`src/rtl/md_cell_pkg.sv`:
```
// Shared types and cell-memory layout constants for the per-cell particle fetch path.
package md_cell_pkg;

  typedef enum logic [2:0] {
    ST_IDLE,
    ST_RD_CNT,
    ST_WAIT_CNT,
    ST_STREAM,
    ST_DRAIN,
    ST_DONE
  } fetch_state_e;

  localparam int CELL_RD_LATENCY = 2;
  // Word 0 of a cell holds the particle count in its low ADDR_WIDTH bits.
  localparam int CELL_CNT_ADDR   = 0;
  localparam int CELL_CNT_LSB    = 0;

endpackage

```
`src/rtl/cell_fetch_fifo.sv`:
```
// First-word-fall-through FIFO; occupancy is exported so the reader can issue on credits.
module cell_fetch_fifo #(
  parameter int WIDTH = 8,
  parameter int DEPTH = 4
) (
  input  logic                     i_clk,
  input  logic                     i_rst_n,
  input  logic                     i_push,
  input  logic [WIDTH-1:0]         i_wdata,
  input  logic                     i_pop,
  output logic [WIDTH-1:0]         o_rdata,
  output logic                     o_empty,
  output logic [$clog2(DEPTH):0]   o_count
);

  localparam int AW = $clog2(DEPTH);

  logic [WIDTH-1:0] r_mem [DEPTH];
  logic [AW-1:0]    r_wr_ptr, r_rd_ptr;
  logic [AW:0]      r_count;

  always_ff @(posedge i_clk) begin
    if (!i_rst_n) begin
      r_wr_ptr <= '0;
      r_rd_ptr <= '0;
      r_count  <= '0;
    end else begin
      if (i_push) r_wr_ptr <= r_wr_ptr + 1'b1;
      if (i_pop)  r_rd_ptr <= r_rd_ptr + 1'b1;
      r_count <= r_count + (AW+1)'(i_push) - (AW+1)'(i_pop);
    end
  end

  always_ff @(posedge i_clk) begin
    if (i_push) r_mem[r_wr_ptr] <= i_wdata;
  end

  // Head is forced to zero when empty so stale entries never show on the port.
  assign o_empty = (r_count == '0);
  assign o_count = r_count;
  assign o_rdata = o_empty ? '0 : r_mem[r_rd_ptr];

endmodule

```
`src/rtl/cell_particle_fetch.sv`:
```
// Reads a cell's particle count, then streams particles 1..count through a credit-checked FIFO.
// Optional count clamp and overflow flag: define CELL_COUNT_CLAMP_EN.
module cell_particle_fetch
  import md_cell_pkg::*;
#(
  parameter int DATA_WIDTH   = 96,
  parameter int PARTICLE_NUM = 220,
  parameter int ADDR_WIDTH   = 8,
  parameter int FIFO_DEPTH   = 4
) (
  input  logic                  i_clk,
  input  logic                  i_rst_n,
  input  logic                  i_start,
  output logic                  o_busy,
  output logic                  o_done,
  output logic [ADDR_WIDTH-1:0] o_mem_addr,
  output logic                  o_mem_rden,
  output logic                  o_mem_wren,
  output logic [DATA_WIDTH-1:0] o_mem_data,
  input  logic [DATA_WIDTH-1:0] i_mem_q,
  output logic [DATA_WIDTH-1:0] o_out_pos,
  output logic [ADDR_WIDTH-1:0] o_out_index,
  output logic                  o_out_last,
  output logic                  o_out_valid,
  input  logic                  i_out_ready,
  output logic                  o_count_err
);

  localparam int L  = CELL_RD_LATENCY;
  localparam int CW = $clog2(FIFO_DEPTH) + 1;
  localparam int FW = DATA_WIDTH + ADDR_WIDTH + 1;

  if (FIFO_DEPTH < 4 || (FIFO_DEPTH & (FIFO_DEPTH - 1)) != 0 ||
      PARTICLE_NUM > (1 << ADDR_WIDTH)) begin : g_bad_cfg
    $error("cell_particle_fetch: unsupported parameter combination");
  end

  fetch_state_e r_state, w_state_nxt;

  // Stage 0 is the registered read enable; stage L marks mem_q valid this cycle.
  logic [L:0]                 r_vld_pipe;
  logic [L:0][ADDR_WIDTH-1:0] r_addr_pipe;
  logic [ADDR_WIDTH-1:0]      r_count, r_next_addr;
  logic [ADDR_WIDTH-1:0]      w_cnt_raw, w_cnt, w_addr_nxt;
  logic                       w_cnt_vld, w_issue, w_rden_nxt;
  logic                       w_push, w_pop, w_last_xfer, w_fifo_empty;
  logic [CW-1:0]              w_fifo_cnt;
  logic [CW:0]                w_inflight, w_credit;
  logic [FW-1:0]              w_fifo_wdata, w_fifo_rdata;

  assign w_cnt_raw = i_mem_q[CELL_CNT_LSB +: ADDR_WIDTH];

`ifdef CELL_COUNT_CLAMP_EN
  localparam logic [ADDR_WIDTH-1:0] MAX_IDX = ADDR_WIDTH'(PARTICLE_NUM - 1);
  logic w_cnt_ovf;
  logic r_count_err;
  assign w_cnt_ovf = (w_cnt_raw > MAX_IDX);
  assign w_cnt     = w_cnt_ovf ? MAX_IDX : w_cnt_raw;
  always_ff @(posedge i_clk) begin
    if (!i_rst_n)                          r_count_err <= 1'b0;
    else if (r_state == ST_IDLE && i_start) r_count_err <= 1'b0;
    else if (w_cnt_vld && w_cnt_ovf)        r_count_err <= 1'b1;
  end
  assign o_count_err = r_count_err;
`else
  assign w_cnt       = w_cnt_raw;
  assign o_count_err = 1'b0;
`endif

  always_comb begin
    w_inflight = '0;
    for (int i = 0; i <= L; i++) w_inflight = w_inflight + (CW+1)'(r_vld_pipe[i]);
  end

  // Everything outstanding must still fit if the consumer stops right after this pop.
  assign w_credit  = (CW+1)'(w_fifo_cnt) + w_inflight - (CW+1)'(w_pop);
  assign w_cnt_vld = (r_state == ST_WAIT_CNT) && r_vld_pipe[L];
  assign w_issue   = (w_cnt_vld && w_cnt != '0) ||
                     (r_state == ST_STREAM && w_credit < (CW+1)'(FIFO_DEPTH));
  assign w_rden_nxt = w_issue || (r_state == ST_IDLE && i_start);

  assign w_pop       = o_out_valid && i_out_ready;
  assign w_last_xfer = w_pop && o_out_last;

  always_comb begin
    w_state_nxt = r_state;
    w_addr_nxt  = r_addr_pipe[0];
    case (r_state)
      ST_IDLE: if (i_start) begin
        w_state_nxt = ST_RD_CNT;
        w_addr_nxt  = ADDR_WIDTH'(CELL_CNT_ADDR);
      end
      ST_RD_CNT:   w_state_nxt = ST_WAIT_CNT;
      ST_WAIT_CNT: if (w_cnt_vld) begin
        if (w_cnt == '0) begin
          w_state_nxt = ST_DONE;
        end else begin
          w_addr_nxt  = ADDR_WIDTH'(1);
          w_state_nxt = (w_cnt == ADDR_WIDTH'(1)) ? ST_DRAIN : ST_STREAM;
        end
      end
      ST_STREAM: if (w_issue) begin
        w_addr_nxt = r_next_addr;
        if (r_next_addr == r_count) w_state_nxt = ST_DRAIN;
      end
      ST_DRAIN: if (w_last_xfer && w_inflight == '0 && w_fifo_cnt == CW'(1))
        w_state_nxt = ST_DONE;
      ST_DONE:  w_state_nxt = ST_IDLE;
      default:  w_state_nxt = ST_IDLE;
    endcase
  end

  always_ff @(posedge i_clk) begin
    if (!i_rst_n) begin
      r_state     <= ST_IDLE;
      r_vld_pipe  <= '0;
      r_addr_pipe <= '0;
      r_count     <= '0;
      r_next_addr <= '0;
    end else begin
      r_state     <= w_state_nxt;
      r_vld_pipe  <= {r_vld_pipe[L-1:0], w_rden_nxt};
      r_addr_pipe <= {r_addr_pipe[L-1:0], w_addr_nxt};
      if (w_cnt_vld) begin
        r_count     <= w_cnt;
        r_next_addr <= ADDR_WIDTH'(2);
      end else if (r_state == ST_STREAM && w_issue) begin
        r_next_addr <= r_next_addr + 1'b1;
      end
    end
  end

  // The count word also travels the pipe; only particle returns are pushed.
  assign w_push       = r_vld_pipe[L] && (r_state == ST_STREAM || r_state == ST_DRAIN);
  assign w_fifo_wdata = {(r_addr_pipe[L] == r_count), r_addr_pipe[L], i_mem_q};

  cell_fetch_fifo #(
    .WIDTH (FW),
    .DEPTH (FIFO_DEPTH)
  ) u_fifo (
    .i_clk   (i_clk),
    .i_rst_n (i_rst_n),
    .i_push  (w_push),
    .i_wdata (w_fifo_wdata),
    .i_pop   (w_pop),
    .o_rdata (w_fifo_rdata),
    .o_empty (w_fifo_empty),
    .o_count (w_fifo_cnt)
  );

  assign {o_out_last, o_out_index, o_out_pos} = w_fifo_rdata;
  assign o_out_valid = !w_fifo_empty;
  assign o_busy      = (r_state != ST_IDLE);
  assign o_done      = (r_state == ST_DONE);
  assign o_mem_addr  = r_addr_pipe[0];
  assign o_mem_rden  = r_vld_pipe[0];
  assign o_mem_wren  = 1'b0;
  assign o_mem_data  = '0;

endmodule

```
`config.mk`:
```
export PLATFORM = sky130hd
export DESIGN_NAME = cell_particle_fetch
export DESIGN_NICKNAME = d
export VERILOG_FILES = /design/src/rtl/md_cell_pkg.sv /design/src/rtl/cell_fetch_fifo.sv /design/src/rtl/cell_particle_fetch.sv
export SDC_FILE = /design/constraint.sdc
export NUM_CORES = 1
export LEC_CHECK = 0
export CAP_MARGIN = 30
export CORE_MARGIN = 1
export CORE_UTILIZATION = 35
export DETAILED_ROUTE_END_ITERATION = 7
export SLEW_MARGIN = 0
export SYNTH_ARGS = -nofsm -noshare
export SYNTH_HDL_FRONTEND = slang
export SYNTH_SLANG_ARGS = --single-unit
```
`constraint.sdc`:
```
create_clock -name i_clk -period 4.6 [get_ports i_clk]
set_input_delay 0.46 -clock i_clk [delete_from_list [all_inputs] [get_ports i_clk]]
set_output_delay 0.46 -clock i_clk [all_outputs]
set_load 0.02 [all_outputs]
```
=== Word level (Yosys, flattened, before mapping) ===
Memory sizes are Yosys's and may differ from the RTL's. A register that Yosys moved wholly into a read port is not among the register bits.
Cells that the tools add are included.

* Add/sub/neg operators: 9
* Magnitude comparators: 1
* Equality and inequality tests: 15
* Mux-type cells: 20
* Bitwise operators: 1
* Reductions and logical operators: 25

{| class="wikitable"
|+ Operator list
! operator !! number
|-
| $mux W105 || 1
|-
| $mux W8 || 4
|-
| $pmux W8 S3 || 1
|-
| $mux W3 || 7
|-
| $eq A8 B8 Y1 || 2
|-
| $pmux W3 S5 || 1
|-
| $logic_and A1 B1 Y1 || 10
|-
| $ne A2 B2 Y1 const B || 5
|-
| $reduce_and A5 Y1 || 2
|-
| $add A8 B1 Y8 const B || 1
|-
| $eq A8 B1 Y1 const B || 1
|-
| $logic_not A8 Y1 || 1
|-
| $mux W2 || 4
|-
| $reduce_bool A8 Y1 || 1
|-
| $eq A3 B1 Y1 const B || 2
|-
| $eq A3 B2 Y1 const B || 2
|-
| $eq A3 B3 Y1 const B || 2
|-
| $logic_not A3 Y1 || 2
|-
| $reduce_bool A3 Y1 || 2
|-
| $add A2 B1 Y2 const B || 2
|-
| $add A3 B3 Y4 || 1
|-
| $logic_not A4 Y1 || 1
|-
| $lt A4 B3 Y1 const B || 1
|-
| $sub A4 B1 Y4 || 1
|-
| other kinds (11) || 14
|}

* Flip-flop bits (word level): 53
* Bits in writable memories: 420
* Input bits: 100
* Output and inout port bits: 215
* Word-level logic and storage cells: 83
* Memories kept: 1

{| class="wikitable"
|+ Memory list
! name !! depth !! width !! rd ports !! clocked after memory_dff !! wr ports !! RTL line !! RTL
|-
| u_fifo.r_mem || 4 || 105 || 1 || 1 || 1 || cell_fetch_fifo.sv:18 || <nowiki>logic [WIDTH-1:0] r_mem [DEPTH];</nowiki>
|}

=== Longest topological paths before layout ===
* Word-level depth: 10
* Depth in mapped cells: 13
* Depth with buffers taken out: 12

=== Hierarchy ===
From an unflattened synthesis, not the netlist that was laid out.

* Cell total of the unflattened synthesis: 1052
* Area, all modules: 19230.9 um^2

{| class="wikitable"
|+ By module, submodules not included
! module !! times used !! cells each !! area each (um^2) !! sequential area each (um^2)
|-
| cell_fetch_fifo || 1 || 709 || 16300.6 || 12792.3
|-
| cell_particle_fetch || 1 || 343 || 2930.3 || 920.9
|}

=== Worst setup path after synthesis ===
No wires, ideal clock.

* Kind: reg2reg
* Start point: reg r_state[1]
* End point: mem u_fifo.r_mem[0][0] (netlist name) (enable)
* Setup time: 0.476 ns
* Data arrival time: 3.540 ns
* Required time: 4.124 ns
* Path slack: 0.584 ns
* Stages on the path, launching flop included: 6
* Path buffers: 1
* Period minus slack after synthesis: 4.016 ns
* Path through: dfxtp_1 > buf_2 > and2b_1 > nand2_1 > a21boi_1 > and2_1

* Longest elaborated chain between the ends: 5
* Elaborated cells on any way between the ends: 6
* Classes of those cells: 2 x eq/ne; 2 x mux; 2 x reduce/logical

{| class="wikitable"
|+ RTL lines
! element !! RTL line !! RTL
|-
| from (decl) || cell_particle_fetch.sv:38 || <nowiki>fetch_state_e r_state, w_state_nxt;</nowiki>
|-
| from (signal assigned) || cell_particle_fetch.sv:121 || <nowiki>r_state <= w_state_nxt;</nowiki>
|-
| $eq A3 B2 Y1 or $eq A3 B3 Y1 (tied branches) || cell_particle_fetch.sv:134 || <nowiki>assign w_push = r_vld_pipe[L] && (r_state == ST_STREAM || r_state == ST_DRAIN);</nowiki>
|-
| $logic_or A1 B1 Y1 * || cell_particle_fetch.sv:134 ||
|-
| $logic_and A1 B1 Y1 * || cell_particle_fetch.sv:134 ||
|-
| $mux W1 * || cell_fetch_fifo.sv:35 || <nowiki>if (i_push) r_mem[r_wr_ptr] <= i_wdata;</nowiki>
|-
| $mux W1 (not written as such) * || cell_fetch_fifo.sv:35 ||
|-
| to (decl) || cell_fetch_fifo.sv:18 ||
|}

Mark *: on every way between the ends. The rest lies on a longest branch, timed or not.

==> reports/summary.log <==
[cts] maximum buffer depth of the clock tree 3
[placement] placement-stage cell area 21,800 um2
[global_route] global-route met3 utilization 0.0288
[placement] post-DP HPWL 23,400 um
[worst_setup_path] kind of start point of the critical path flip-flop
[layout] area added between synthesis and finish 22.3%
[floorplan] die extent in y 236 um
[layout] post-route cell area 23,400 um2
[floorplan] number of placed I/O pins 315
[min_path] hold crit path type flip-flop to flip-flop
[global_route] number of antenna violations at the first check in global routing 3
[cts] H-tree level count 2
[logic_synthesis] Warnings, synthesis 0
[logic_synthesis] number of cells produced by synthesis 1,052
[pwr] worst vdd rail ir drop 0.000316 V
[cts] Post-CTS Repair Setup Buffers 0
[sta] count of final hold-check violations 0
[sta] ratio of final minimum period to clock period 0.775
[cts] clock sink total 475
[logic_synthesis] library cell with the largest summed area after synthesis edfxtp_1
[sta] Slew @ Worst Pin 0.821 ns
[floorplan] area of the die 55,600 um2
[pwr] power spent charging and discharging nets 3.77 mW
[cts] number of buffers added to fix hold violations after cts 0
[sta] count of endpoints failing setup in the final report 0
[sta] Achievable Freq 281 MHz
[logic_synthesis] most frequently used cell type in the post-synthesis netlist edfxtp_1
[logic_synthesis] Synth Flop Type edfxtp_1
[route] drt wl/cell 19.1 um
[sta] Relative slew margins 0.453
[placement] placed instance count 1,927
[placement] Port-buffer cells 216
[global_route] gr usage total 0.139
[logic_synthesis] Netlist Area Pre-Place 19,100 um2
[cts] clock input transition at the sequential cells of the worst setup and hold paths 0.06 ns
[run] number of max-capacitance violations reported 0
[min_path] hold-critical path depth 1
[cts] TritonCTS clock tree built
[logic_synthesis] combinational family with the most area after synthesis multiplexers
[global_route] pin count of the biggest net entering global routing 71
[layout] share of layout cells above drive strength 1 0.157
[route] remaining routing DRC violations 0
[cts] clock latency on the worst-skew pair 0.58 ns
[logic_synthesis] mean cell area of the mapped netlist 18.2 um2
[cts] clock root cell clkbuf_16
[sta] RSZ-0062 raised after global routing false
[logic_synthesis] multiplexer area fraction after synthesis 0.125
[route] average vias per placed instance 4.63
[worst_setup_path] type of element capturing the critical path output pin
[logic_synthesis] ranking of synthesized cells by area edfxtp_1 66%, mux4_2 12%, dfxtp_1 5.8%, and2_1 4.4%, buf_4 4.2%
[logic_synthesis] Cell variety after synth 45
[pwr] static power due to leakage 7.65 nW
[worst_setup_path] depth of the worst register-to-register path 10
[floorplan] # rows 85
[global_route] met1 Resource Use GR 0.197
[logic_synthesis] adder and majority gate portion of the synthesized area 0.00928
[pwr] combinational share of power 0.308
[route] First-pass DRT Iterations 4
[logic_synthesis] register bit total from synthesis 475
[floorplan] Core Box Area 53,900 um2
[floorplan] horizontal die dimension 236 um
[sta] maximum clock skew at final layout 0.0232 ns
[placement] RD Place Congestion 0.750
[logic_synthesis] post-synthesis compound-gate area fraction 0.0169
[global_route] leftover overflow at the end of global routing 0
[floorplan] starting density of the core 0.355
[route] total length of routed wires 38,500 um
[global_route] highest-utilization routing layer at the global route stage met2
[route] Post-DRT Antenna Nets 0
[pwr] sequential cell fraction of total power 0.384
[pwr] internal power 9.00 mW
[pwr] power density normalized to cell area 545 nW/um2
[route] number of DRC violations after detailed-routing iteration 0 493
[sta] setup TNS 0 ns
[worst_setup_path] Required @ worst endpoint 4.14 ns
[logic_synthesis] leading post-synthesis cells by instance count 420 x edfxtp_1, 135 x and2_1, 107 x buf_4
[layout] count of inserted antenna diode cells 0
[logic_synthesis] xor and xnor area share after synthesis 0.0114
[sta] PnR worst setup slack 1.04 ns
[placement] Worst Setup Slack post-DPL 1.51 ns
[logic_synthesis] async set or reset register ratio after synthesis 0
[pwr] switching portion of total power 0.295
[worst_setup_path] path type of the worst setup path flip-flop to output pin
[cts] post-cts resize count 0
[sta] fin. max-slew vios 0
[pwr] clock network fraction of total power 0.308
[global_route] global-route wire length before repair 58,500 um
[cts] number of buffers inserted during clock tree synthesis 50
[global_route] number of global-route vias before repair 9,634
[logic_synthesis] area share of and/or/nand/nor cells after synthesis 0.0658
[worst_setup_path] data arrival time of the worst path 3.10 ns
[sta] Worst Hold Slack 0.435 ns
[logic_synthesis] number of enable flip-flop cells after synthesis 420
[layout] number of standard cells in the final layout excluding fillers 2,020
[worst_setup_path] Critical Path Fanout Max 29
[route] Vias 9,350
[global_route] met2 Usage GRT 0.218
[logic_synthesis] sequential area share after synthesis 0.717
[logic_synthesis] fraction of synthesized cell area taken by the top area cell type 0.659
[sta] final worst path period need 3.56 ns
[layout] net count reported at finish 1,396
[run_status] result of the run finished clean
[path summary, 6_finish.rpt]
path	start	to	slack, ns
setup / recovery	flip-flop	o_out_pos[67]	1.04
hold / removal	r_addr_pipe[10]	r_addr_pipe[18]	0.43
setup reg to reg	u_fifo.o_count[1]	r_state[2]	1.51
hold reg to reg	r_addr_pipe[10]	r_addr_pipe[18]	0.43
[metal layers]
layer	vias to the layer above	part of all wire	routed length, um
met5	-	0.00034	13
met4	2	0.019	717
met3	59	0.045	1720
met2	231	0.47	18200
met1	4783	0.46	17900
li1	4275	-	-
[layout make-up]
cell class,count,area (um2)
Multi-Input combinational cell,505,4750
Fill cell,4706,30500
Sequential cell,475,13700
Clock buffer,67,1360
Clock inverter,26,258
Tap cell,696,871
Timing Repair Buffer,235,2390
Inverter,16,60.1
[sequential cells by signal, summed over array words and instances, names as in the netlist, named ones only]
name             count
u_fifo.r_mem       420
r_addr_pipe         16
o_mem_addr           8
r_count              8
r_next_addr          8
r_state              3
r_vld_pipe           3
u_fifo.o_count       3
u_fifo.r_rd_ptr      2
u_fifo.r_wr_ptr      2
[power by group through the flow]
stage	clock network, mW	logic, mW	registers [mW]
after floorplan	0	2.50	4.86
after global placement	0	3.98	5.00
after detailed placement	0	4.00	5.00
after CTS	4.05	4.01	4.91
after global routing	4.22	4.20	4.92
final	3.94	3.93	4.90
[kinds of logic after synthesis]
group	count (synthesis)
adder cells (fa/ha/maj)	13
other	1
AO/OA/AOI/OAI	48
AND/OR/NAND/NOR	214
flip-flops	475
multiplexers	107
buffers and inverters	169
XOR/XNOR	25
[metrics by stage]
stage,total power [mW],util
6_report,12.8,0.434
3_5_place_dp,9.00,0.404
4_1_cts,13.0,0.434
2_1_floorplan,7.36,-
3_3_place_gp,8.98,0.404
5_1_grt,13.3,0.434
[placed cells by master (no fill, tap or decap), types with 5 or more instances in the layout]
cell	instances
inv_1	16
xor2_1	12
a21boi_0	8
clkbuf_1	14
edfxtp_1	420
dfxtp_1	53
clkdlybuf4s50_1	216
conb_1	98
nand3_1	5
ha_1	11
o21ai_0	21
nand2_1	35
nor2_1	8
clkbuf_16	51
buf_4	12
clkinv_2	10
and2_1	131
clkinv_1	6
buf_12	7
xnor2_1	13
mux4_2	105
a21oi_1	6
[worst max-delay path, stage by stage, from the launching register on]
cell	delay (ns)
dfxtp_4	0.76
buf_4	0.42
mux4_2	0.60
and2_1	0.18
clkdlybuf4s50_1	0.53
Note: power is estimated with default switching activity, not from simulation.
